`config.mk`:
```
export PLATFORM = sky130hd
export DESIGN_NAME = load_unit
export DESIGN_NICKNAME = d
export VERILOG_FILES = /design/src/rtl/load_unit.sv
export SDC_FILE = /design/constraint.sdc
export NUM_CORES = 1
export LEC_CHECK = 0
export BUFFER_PORTS_ARGS = -buffer_cell sky130_fd_sc_hd__buf_2
export CAP_MARGIN = 20
export CELL_PAD_IN_SITES_DETAIL_PLACEMENT = 0
export CELL_PAD_IN_SITES_GLOBAL_PLACEMENT = 1
export CORE_MARGIN = 2
export CORE_UTILIZATION = 30
export DETAILED_ROUTE_END_ITERATION = 6
export PLACE_DENSITY = 0.69
export SYNTH_ARGS = -nofsm -noshare
export SYNTH_HDL_FRONTEND = slang
export SYNTH_SLANG_ARGS = --single-unit
```
`constraint.sdc`:
```
create_clock -name clk -period 4.2 [get_ports clk]
set_clock_uncertainty 0.05 [all_clocks]
set_input_delay 0 -clock clk [delete_from_list [all_inputs] [get_ports clk]]
set_output_delay 0 -clock clk [all_outputs]
set_load 0.01 [all_outputs]
```
`src/rtl/load_unit.sv`:
```
// load_unit: multicycle load path from the datapath to a synchronous data memory.
// Accepts one load at a time, issues a single word-aligned read, then extracts and
// sign/zero-extends the addressed byte, halfword or word. Misaligned and illegal
// loads are answered directly without a memory access.
//
// Handshake: a request transfers on a rising edge where req_valid=1 and req_ready=1;
// the requester holds req_addr/req_funct3 stable until then. resp_valid is a one-cycle
// strobe with no back-pressure; resp_data and the flags hold until the next response.
module load_unit #(
    parameter int ADDR_WIDTH  = 32,
    parameter int MEM_LATENCY = 1
) (
    input  logic                  clk,
    input  logic                  reset,
    input  logic                  req_valid,
    output logic                  req_ready,
    input  logic [ADDR_WIDTH-1:0] req_addr,
    input  logic [2:0]            req_funct3,
    output logic                  mem_rd_en,
    output logic [ADDR_WIDTH-1:0] mem_addr,
    input  logic [31:0]           mem_rd_data,
    output logic                  resp_valid,
    output logic [31:0]           resp_data,
    output logic                  resp_misaligned,
    output logic                  resp_illegal,
    output logic [1:0]            dbg_state
);

    generate
        if (MEM_LATENCY < 1 || MEM_LATENCY > 4) begin : g_bad_latency
            $error("load_unit: MEM_LATENCY must be in 1..4");
        end
    endgenerate

    typedef enum logic [1:0] {
        S_IDLE  = 2'd0,
        S_ISSUE = 2'd1,
        S_WAIT  = 2'd2,
        S_RESP  = 2'd3
    } state_t;

    localparam logic [1:0] CNT_INIT = 2'(MEM_LATENCY - 1);

    state_t                state_q, state_d;
    logic [2:0]            funct3_q, funct3_d;
    logic [1:0]            off_q, off_d;
    logic [1:0]            cnt_q, cnt_d;
    logic                  req_ready_q, req_ready_d;
    logic                  mem_rd_en_q, mem_rd_en_d;
    logic [ADDR_WIDTH-1:0] mem_addr_q, mem_addr_d;
    logic                  resp_valid_q, resp_valid_d;
    logic [31:0]           resp_data_q, resp_data_d;
    logic                  resp_mis_q, resp_mis_d;
    logic                  resp_ill_q, resp_ill_d;

    // Request decode: illegal funct3 codes and alignment violations.
    logic req_illegal;
    logic req_misaligned;
    assign req_illegal    = (req_funct3 == 3'b011) || (req_funct3[2:1] == 2'b11);
    assign req_misaligned = ((req_funct3[1:0] == 2'b01) && req_addr[0]) ||
                            ((req_funct3 == 3'b010) && (req_addr[1:0] != 2'b00));

    // Lane selection from the returned word using the registered byte offset.
    logic [31:0] shifted;
    logic [7:0]  byte_v;
    logic [15:0] half_v;
    logic [31:0] load_result;
    assign shifted = mem_rd_data >> {off_q, 3'b000};
    assign byte_v  = shifted[7:0];
    assign half_v  = off_q[1] ? mem_rd_data[31:16] : mem_rd_data[15:0];

    // Extension by load type.
    always_comb begin
        load_result = mem_rd_data;
        case (funct3_q)
            3'b000:  load_result = {{24{byte_v[7]}}, byte_v};
            3'b001:  load_result = {{16{half_v[15]}}, half_v};
            3'b100:  load_result = {24'h0, byte_v};
            3'b101:  load_result = {16'h0, half_v};
            default: load_result = mem_rd_data;
        endcase
    end

    // Next-state and registered-output logic for the IDLE/ISSUE/WAIT/RESP sequence.
    always_comb begin
        state_d      = state_q;
        funct3_d     = funct3_q;
        off_d        = off_q;
        cnt_d        = cnt_q;
        req_ready_d  = 1'b0;
        mem_rd_en_d  = 1'b0;
        mem_addr_d   = mem_addr_q;
        resp_valid_d = 1'b0;
        resp_data_d  = resp_data_q;
        resp_mis_d   = resp_mis_q;
        resp_ill_d   = resp_ill_q;
        case (state_q)
            S_IDLE: begin
                if (req_valid && req_ready_q) begin
                    funct3_d = req_funct3;
                    off_d    = req_addr[1:0];
                    if (req_illegal || req_misaligned) begin
                        state_d      = S_RESP;
                        resp_valid_d = 1'b1;
                        resp_data_d  = 32'h0;
                        resp_ill_d   = req_illegal;
                        resp_mis_d   = req_misaligned;
                    end else begin
                        state_d     = S_ISSUE;
                        mem_rd_en_d = 1'b1;
                        mem_addr_d  = {req_addr[ADDR_WIDTH-1:2], 2'b00};
                    end
                end else begin
                    req_ready_d = 1'b1;
                end
            end
            S_ISSUE: begin
                cnt_d   = CNT_INIT;
                state_d = S_WAIT;
            end
            S_WAIT: begin
                if (cnt_q == 2'd0) begin
                    state_d      = S_RESP;
                    resp_valid_d = 1'b1;
                    resp_data_d  = load_result;
                    resp_mis_d   = 1'b0;
                    resp_ill_d   = 1'b0;
                end else begin
                    cnt_d = cnt_q - 2'd1;
                end
            end
            S_RESP: begin
                state_d     = S_IDLE;
                req_ready_d = 1'b1;
            end
            default: state_d = S_IDLE;
        endcase
    end

    // State and output registers; reset drops any in-flight transaction.
    always_ff @(posedge clk) begin
        if (!reset) begin
            state_q      <= S_IDLE;
            funct3_q     <= 3'b000;
            off_q        <= 2'b00;
            cnt_q        <= 2'b00;
            req_ready_q  <= 1'b0;
            mem_rd_en_q  <= 1'b0;
            mem_addr_q   <= '0;
            resp_valid_q <= 1'b0;
            resp_data_q  <= 32'h0;
            resp_mis_q   <= 1'b0;
            resp_ill_q   <= 1'b0;
        end else begin
            state_q      <= state_d;
            funct3_q     <= funct3_d;
            off_q        <= off_d;
            cnt_q        <= cnt_d;
            req_ready_q  <= req_ready_d;
            mem_rd_en_q  <= mem_rd_en_d;
            mem_addr_q   <= mem_addr_d;
            resp_valid_q <= resp_valid_d;
            resp_data_q  <= resp_data_d;
            resp_mis_q   <= resp_mis_d;
            resp_ill_q   <= resp_ill_d;
        end
    end

    assign req_ready       = req_ready_q;
    assign mem_rd_en       = mem_rd_en_q;
    assign mem_addr        = mem_addr_q;
    assign resp_valid      = resp_valid_q;
    assign resp_data       = resp_data_q;
    assign resp_misaligned = resp_mis_q;
    assign resp_illegal    = resp_ill_q;
    assign dbg_state       = state_q;

endmodule

```
* Yosys cells after proc, flatten, opt, wreduce, memory -nomap -nowiden
Cells that the tools add are included.
** Storage, ports and cells
- Logic and storage cells :: 72
- Flip-flop bits (word level) :: 76
- Input port bits :: 70
** Cells by class
- Shift operators :: 1
- Bitwise logic cells :: 1
- Reduce and logical (&&, ||, !) cells :: 18
- Equality and inequality tests :: 14
- Muxes and demuxes :: 26
- $add $sub $neg :: 1
** Operator list (number)
- $pmux W32 S4 :: 1
- $mux W32 :: 3
- $pmux W32 S2 :: 1
- $shr A32 B5 Y8 :: 1
- $mux W16 :: 1
- $mux W1 :: 10
- $mux W2 :: 4
- $ne A2 B2 Y1 const B :: 4
- $pmux W1 S2 :: 4
- $pmux W2 S4 :: 1
- $eq A2 B2 Y1 const B :: 3
- $eq A3 B2 Y1 const B :: 2
- $eq A3 B3 Y1 const B :: 2
- $reduce_and A2 Y1 :: 3
- $reduce_and A3 Y1 :: 2
- $reduce_bool A2 Y1 :: 3
- $eq A2 B1 Y1 const B :: 2
- $logic_not A2 Y1 :: 2
- $pmux W2 S2 :: 1
- $reduce_and A4 Y1 :: 1
- $eq A3 B1 Y1 const B :: 1
- $logic_and A1 B1 Y1 :: 3
- $logic_not A3 Y1 :: 1
- $logic_or A1 B1 Y1 :: 3
- 2 further kinds :: 2

* Depth between registers and ports, before layout
Gate-level depths: netlist of run 1.
- Depth in word-level cells :: 7
- Mapped depth :: 8

* Worst setup path before layout of run 1
Ideal clock, no wire load.
- Kind :: register to register
- Start point :: register state_q[0], in the netlist dbg_state[0]
- End point :: register resp_data_q[10], in the netlist resp_data[10]
- Clock period less this slack :: 1930 ps
- Cell stages (with the launch flop) :: 8
- Library setup time :: 117 ps
- Slack :: 2270 ps
- Data arrival time :: 1764 ps
- Path buffers :: 1
- Cell sequence :: dfxtp_1 inv_1 ha_1 a21boi_1 nor3_1 a21oi_2 buf_2 a22o_1
** Between the ends
- Word-level cells in the longest chain between the ends :: 3
** RTL lines
- start: declaration :: RTL line 44 : state_t state_q, state_d;
- start signal: assignment :: RTL line 155 : state_q <= state_d;
- $eq A2 B2 Y1 or $logic_not A2 Y1 (tied branches) :: RTL line 97 : case (state_q)
- $ne A2 B2 Y1 (no source line) or $reduce_bool A2 Y1 (tied branches)
- $reduce_and A4 Y1 (no source line)
- end signal: assignment :: RTL line 163 : resp_data_q <= resp_data_d;
- end: declaration :: RTL line 52 : logic [31:0] resp_data_q, resp_data_d;
Several ways; a longest one is shown, not always the timed one.
A chain may end at the register's enable or synchronous reset.

* Final worst setup path of run 1
- Start point :: register state_q[0], in the netlist dbg_state[0]
- End point :: register resp_data_q[13], in the netlist resp_data[13]
Same word-level chain as after synthesis.

==> results of run 1 <==
[layout by cell type, fill, tap and decap left out, drive strengths merged, types with 2 or more instances in the layout]
cell,synthesis,layout
dfxtp,76,76
buf,15,143
o22ai,9,9
o2bb2ai,23,23
o21a,3,3
a21o,2,2
mux2i,12,12
nor2b,28,28
ha,4,4
inv,5,5
nand3b,3,3
clkinvlp,0,3
clkbuf,13,10
a22o,9,9
mux2,10,10
a2bb2oi,7,7
a21boi,5,5
nor2,23,23
dlygate4sd3,0,61
nor3,4,4
a221oi,2,2
nand2b,4,4
a21oi,46,46
nand2,67,67
conb,1,2
or3,2,2
bufinv,0,3
o21ai,3,3
[metal layers]
| layer | global-route usage | up-vias |
|---|---|---|
| met5 | 0 | - |
| met4 | 0.0444 | 0 |
| met3 | 0.0708 | 10 |
| met2 | 0.267 | 127 |
| met1 | 0.216 | 1511 |
| li1 | - | 1716 |
[metrics by stage]
stage	worst slack [ps]	instances	hold slack (ps)
after global routing	1560	721	36.0
after CTS	1750	721	4.62
after global placement	1890	644	190
after floorplan	2270	386	67.5
final	1760	721	21.1
after detailed placement	1770	644	198
[worst max-delay path, delay by kind of cell, from the launching register on]
kind | cells | cell delay [ps]
flops | 1 | 320
buf+inv | 1 | 100
fa+ha+maj | 1 | 270
compound gates | 3 | 1420
simple gates | 1 | 200
[sequential cells by signal (all words and copies together), names as in the netlist]
register	flops
resp_valid	1
resp_misaligned	1
funct3_q	3
off_q	2
dbg_state	2
req_ready	1
resp_illegal	1
resp_data	32
mem_addr	30
cnt_q	2
mem_rd_en	1
[how the worst max path moves through the flow]
stage | cells past startpoint | endpoint | slack, ps
detailed placement | 6 | resp_data[13] | 1770
global route | 6 | resp_data[11] | 1560
finish | 6 | resp_data[13] | 1760
CTS | 6 | resp_data[13] | 1750
global placement | 6 | resp_data[11] | 1890
floorplan | 7 | resp_data[10] | 2270
[layout make-up]
| cell class | instances | area, µm² |
|---|---|---|
| clock buffer | 10 | 229 |
| inverter | 6 | 22.5 |
| fill | 1119 | 6180 |
| sequential | 76 | 1520 |
| clock inverter | 6 | 113 |
| tap | 143 | 179 |
| timing repair buffer | 204 | 1340 |
| multi-input combinational | 276 | 1780 |
[cell families (layout without fill, tap and decap cells)]
| logic type | after synthesis | count (layout) | share of synthesized area |
|---|---|---|---|
| AND/OR/NAND/NOR | 137 | 137 | 0.184 |
| multiplexers | 23 | 23 | 0.0747 |
| other | 1 | 2 | 0.00108 |
| adder cells (fa/ha/maj) | 4 | 4 | 0.0144 |
| buffers and inverters | 34 | 226 | 0.0509 |
| flip-flops | 76 | 76 | 0.439 |
| AO/OA/AOI/OAI | 110 | 110 | 0.236 |
[repair_timing]
action | 4_1_cts | 5_1_grt
hold endpoints to repair | 63 | 0
hold buffers | 61 | 0
setup buffers | 0 | 0
[power by group through the flow]
| stage | Sequential (mW) | Clock (mW) | Combinational (mW) |
|---|---|---|---|
| 2_1_floorplan | 0.885 | 0 | 0.364 |
| 4_1_cts | 0.849 | 0.920 | 0.624 |
| 6_report | 0.847 | 0.893 | 0.617 |
| 5_1_grt | 0.858 | 0.947 | 0.682 |
| 3_5_place_dp | 0.864 | 0 | 0.577 |
| 3_3_place_gp | 0.861 | 0 | 0.567 |
==> reports/results.tsv, run 1 <==
stage	metric	value	unit
detailed_routing	DRT Wirelength	10.3	mm
setup_path	Critical Path RT	4440	ps
setup_path	R2R setup slack	1760	ps
detailed_routing	Final ANT Viol Nets	0	
logic_synthesis	synth top area cells	dfxtp_1 (44%), nand2_1 (7.3%), a21oi_1 (6.5%)	
sta	Worst Tran Pin Value	971	ps
detailed_routing	Metal-1 WL	4.79	mm
clocking	CTS Root Cell	clkbuf_16	
die	full die area	12400	µm²
pwr	Tot Pwr	2.36	mW
detailed_routing	met2 WL	4.48	mm
clocking	CTS sink count	76	
global_route	GRT Util Overall	0.170	
setup_path	R2R depth	6	
die	CORE AREA	11400	µm²
worst_hold_path	WHS Endpoint	resp_data[8]	
placed_design	Final GP Congestion	0.751	
detailed_routing	Highest Signal Layer	met4	
pwr	Logic pwr share	0.262	
clocking	clk slew on worst S/H paths	60	ps
detailed_routing	Pre-antenna DRT Iters	4	
pwr	switching pwr	0.704	mW
logic_synthesis	commonest cells in the netlist	dfxtp_1 (76), nand2_1 (67), a21oi_1 (45)	
sta	relative slew slack	0.351	
logic_synthesis	most common cell in the synthesized netlist	dfxtp_1	
pwr	Pint	1.65	mW
sta	setup tns final	0	ps
die	die width	112	µm
worst_hold_path	Hold Path Depth	4	
sta	Max Fclk	411	MHz
placed_design	Port Buffers	138	
sta	max-slew violations	0	
clocking	worst skew pair latency	340	ps
pwr	clock share of power	0.379	
logic_synthesis	cell taking the most area after synthesis	dfxtp_1	
global_route	first-pass GRT wire length	16.9	mm
logic_synthesis	Synth Flop Type	dfxtp_1	
detailed_routing	First DRT Iteration DRCs	194	
pwr	sequential share of power	0.359	
clocking	Num CTS Buffers	9	
pwr	fraction of power spent switching nets	0.299	
global_route	largest net degree at the start of global routing	42	
final_layout	Layout area overhead	49.6	%
logic_synthesis	Synth Register Bits	76	
clocking	Clock Path Buffers	2	
logic_synthesis	Post-Syn Area	3470	µm²
final_layout	# diodes	0	
flow_run	Max Cap Violations	0	
clocking	PostCTS Resize Cnt	0	
setup_path	worst r2r src	dbg_state[0]	
worst_hold_path	Hold Path Class	in2reg	
global_route	vias in the first global route	3343	
setup_path	Reg-to-Reg End	resp_data[13]	
pwr	Pwr Density	454	nW/µm²
status	status	finished, final reports clean	
logic_synthesis	Seq/Total Area, Yosys	0.439	
setup_path	CP startpoint kind	flip-flop	
die	I/O pin count	141	
clocking	CTS tree	built	
setup_path	critical path arrival	2670	ps
placed_design	Post-DP HPWL	7.11	mm
setup_path	Crit-path slowest cell	a21oi_4	
sta	Final Hold Violating Endpoints	0	
die	Core Rows	39	
logic_synthesis	area share of the largest cell type after synthesis	0.439	
detailed_routing	average wire per standard cell	14.3	µm
setup_path	CP cell instances	inv_1 > ha_1 > a21boi_1 > nor3_1 > a21oi_4 > a22o_1	
final_layout	Post-layout nets	647	
final_layout	Final Cell Area	5190	µm²
setup_path	CP peak stage delay	800	ps
setup_path	Max FO, Critical Path	32	
logic_synthesis	Avg Cell Area, Syn	9.01	µm²
placed_design	Post-DP Area	4240	µm²
sta	crit path time final	2440	ps
pwr	Max VDD drop	0.372	mV
global_route	gr ovfl total	0	
global_route	initial antenna violation count	0	
sta	# setup viols final	0	
final_layout	share of post-route cells with drive strength above 1	0.318	
setup_path	Setup CP Type	reg2reg	
detailed_routing	# DRC	0	
die	Initial Util	0.305	
worst_hold_path	Hold Path Origin	mem_rd_data[8]	
detailed_routing	WL met3	895	µm
logic_synthesis	post-synth cell types	44	
logic_synthesis	synthesized netlist cell count	385	
detailed_routing	Vias/cell	4.67	
logic_synthesis	YS warnings	0	
setup_path	Critical Path Start	dbg_state[0]	
clocking	CTS H-tree depth	3	
sta	RSZ-0062 raised after global routing	no	
pwr	LEAKAGE	2.22	nW
final_layout	Final Util	0.456	
logic_synthesis	Post-synth EDFFs	0	
setup_path	CP Capture Type	flip-flop	
sta	crit share post-route	0.580	
logic_synthesis	ys async rst share	0	
die	die span in y	112	µm
detailed_routing	routed vias	3364	
No activity file was read; power rests on OpenSTA's default activity.
==> inputs of run 2 (changes only) <==
PLACE_DENSITY = 0.72   (was 0.69)
clock period = 2.1 ns   (was 4.2 ns; I/O delays follow)
==> reports/results.tsv, run 2 (synthesized netlist as in run 1, its figures left out) <==
stage	metric	value	unit	change
final_layout	Final Util	0.463		+0.00627
global_route	first-pass GRT wire length	17.1	mm	+1.2%
final_layout	max reg flops	32		unchanged
setup_path	Critical Path RT	2320	ps	-2120 ps
sta	# setup viols final	0		unchanged
clocking	Clock Path Buffers	2		unchanged
clocking	CTS Root Cell	clkbuf_16		
clocking	Num CTS Buffers	9		unchanged
die	Initial Util	0.305		unchanged
detailed_routing	Final ANT Viol Nets	0		unchanged
sta	crit path time final	1940	ps	-500 ps
setup_path	critical path arrival	2160	ps	-510 ps
setup_path	CP startpoint kind	flip-flop		
setup_path	worst r2r src	dbg_state[0]		
setup_path	CP top delay family	simple AND/OR/NAND/NOR gates		
status	status	finished, final reports clean		
setup_path	cell depth of the worst setup path	8		+2
clocking	clk slew on worst S/H paths	60	ps	about the same
setup_path	Crit-path slowest cell	or3_4		
worst_hold_path	Hold Path Origin	mem_rd_data[7]		
placed_design	Post-DP HPWL	7.10	mm	-0.16%
sta	Final Hold Violating Endpoints	0		unchanged
detailed_routing	First DRT Iteration DRCs	141		-27%
setup_path	CP peak stage delay	370	ps	-430 ps
clocking	CTS tree	built		
die	die span in y	112	µm	unchanged
final_layout	Post-layout nets	657		+1.5%
sta	Worst Tran Pin Value	615	ps	-356 ps
setup_path	R2R depth	8		+2
clocking	worst skew pair latency	340	ps	about the same
die	I/O pin count	141		unchanged
final_layout	commonest non-fill, non-tap cells in the layout	buf_2 (138), dfxtp_1 (76), nand2_1 (67)		
clocking	CTS sink count	76		unchanged
setup_path	worst path bufs/invs	3		+2
global_route	vias in the first global route	3434		+2.7%
final_layout	# diodes	0		unchanged
sta	setup tns final	0	ps	unchanged
clocking	CTS H-tree depth	3		unchanged
sta	relative slew slack	0.587		+0.236
final_layout	Layout area overhead	51.7	%	
setup_path	Critical Path Start	dbg_state[0]		
worst_hold_path	Hold Path Class	in2reg		
pwr	Pwr Density	890	nW/µm²	+96%
setup_path	Setup CP Type	reg2reg		
sta	final worst slack	165	ps	-1600 ps
die	CORE AREA	11400	µm²	unchanged
global_route	GRT Util Overall	0.172		+0.00290
detailed_routing	routed vias	3462		+2.9%
detailed_routing	# DRC	0		unchanged
final_layout	Final Cell Area	5260	µm²	+1.4%
placed_design	Final GP Congestion	0.763		+1.7%
global_route	gr ovfl total	0		unchanged
die	full die area	12400	µm²	unchanged
global_route	initial antenna violation count	0		unchanged
final_layout	commonest non-fill, non-tap cell in the layout	buf_2		
placed_design	Port Buffers	138		unchanged
detailed_routing	Pre-antenna DRT Iters	6		+2
pwr	Max VDD drop	0.455	mV	+22%
detailed_routing	Vias/cell	4.74		+1.5%
die	Core Rows	39		unchanged
setup_path	CP cell instances	inv_1 > ha_1 > a21boi_1 > buf_4 > nand3b_1 > or3_4 > buf_12 > o2bb2ai_1		
global_route	largest net degree at the start of global routing	42		unchanged
setup_path	CP Capture Point	resp_data[20]		
setup_path	Reg-to-Reg End	resp_data[20]		
detailed_routing	average wire per standard cell	14.5	µm	+1.8%
setup_path	R2R setup slack	160	ps	-1600 ps
setup_path	Max FO, Critical Path	16		-50%
setup_path	CP Capture Type	flip-flop		
pwr	LEAKAGE	2.28	nW	+2.4%
pwr	Tot Pwr	4.68	mW	+98%
final_layout	final-layout fill cell count	1089		-2.7%
placed_design	Post-DP Area	4340	µm²	+2.4%
sta	Max Fclk	517	MHz	+26%
placed_design	Place WS	-130	ps	-1900 ps
sta	RSZ-0062 raised after global routing	no		
flow_run	Max Cap Violations	0		unchanged
die	die width	112	µm	unchanged
sta	crit share post-route	0.921		+0.342
sta	max-slew violations	0		unchanged
final_layout	share of post-route cells with drive strength above 1	0.335		+0.0167
detailed_routing	DRT Wirelength	10.6	mm	+3.2%
==> run 2: changes by cell type in the layout (fill, tap and decap cells not counted) <==
| cell | change |
|---|---|
| or3_4 | +1 |
| buf_12 | +2 |
| dlygate4sd3_1 | -2 |
| clkinvlp_4 | -2 |
| a21oi_4 | +1 |
| bufinv_16 | -2 |
| buf_4 | +9 |
| or3_1 | -1 |
| clkbuf_8 | +2 |
| clkinv_2 | +2 |
==> run 2: per-layer routing <==
layer | share of wire | global-route usage
met5 | 0 | 0
met1 | 0.46 | 0.216
met2 | 0.45 | 0.281
met4 | 0.015 | 0.0593
met3 | 0.077 | 0.0555
==> run 2: timing repair <==
item / CTS / global route
cloned: 1 / 0
buffers inserted: 0 / 1
resized for setup: 1 / 1
endpoints found under the hold margin: 61 / 0
hold buffers: 59 / 0
pin swaps: 1 / 0
endpoints found under the setup margin: 32 / 2
==> run 2: through the flow <==
stage          cells  hold WS [ps]
2_1_floorplan    386          67.5
3_3_place_gp     654           189
3_5_place_dp     654           196
4_1_cts          730          21.7
5_1_grt          731          45.9
6_report         731          27.9
==> run 2: power by group <==
part	total, mW	switching, mW	internal (mW)
combinational	1.40	0.747	0.651
clock	1.59	0.612	0.982
sequential	1.69	0.0937	1.59
total	4.68	1.45	3.22
==> run 2: final cells by class <==
| cell class | instances | area, µm² | area share |
|---|---|---|---|
| multi-input cells | 277 | 1810 | 0.343 |
| repair buffers | 213 | 1430 | 0.271 |
| well taps | 143 | 179 | 0.0340 |
| clock buffers | 12 | 256 | 0.0488 |
| clock inverters | 4 | 47.5 | 0.00904 |
| flip-flops and latches | 76 | 1520 | 0.289 |
| inverters | 6 | 22.5 | 0.00428 |
==> run 2: worst min-delay path by stage <==
stage	depth (start not counted)	end	slack, ps
after floorplan	1	dbg_state[0]	70
after global placement	3	mem_addr[4]	190
after detailed placement	3	mem_addr[4]	200
after CTS	4	resp_data[11]	20
after global routing	4	resp_data[7]	50
final	4	resp_data[7]	30
==> run 2: worst register-to-register path, stage by stage (launching register included) <==
cell	delay [ps]
dfxtp_1	350
inv_1	80
ha_1	230
a21boi_1	140
buf_4	150
nand3b_1	210
or3_4	370
buf_12	160
o2bb2ai_1	140
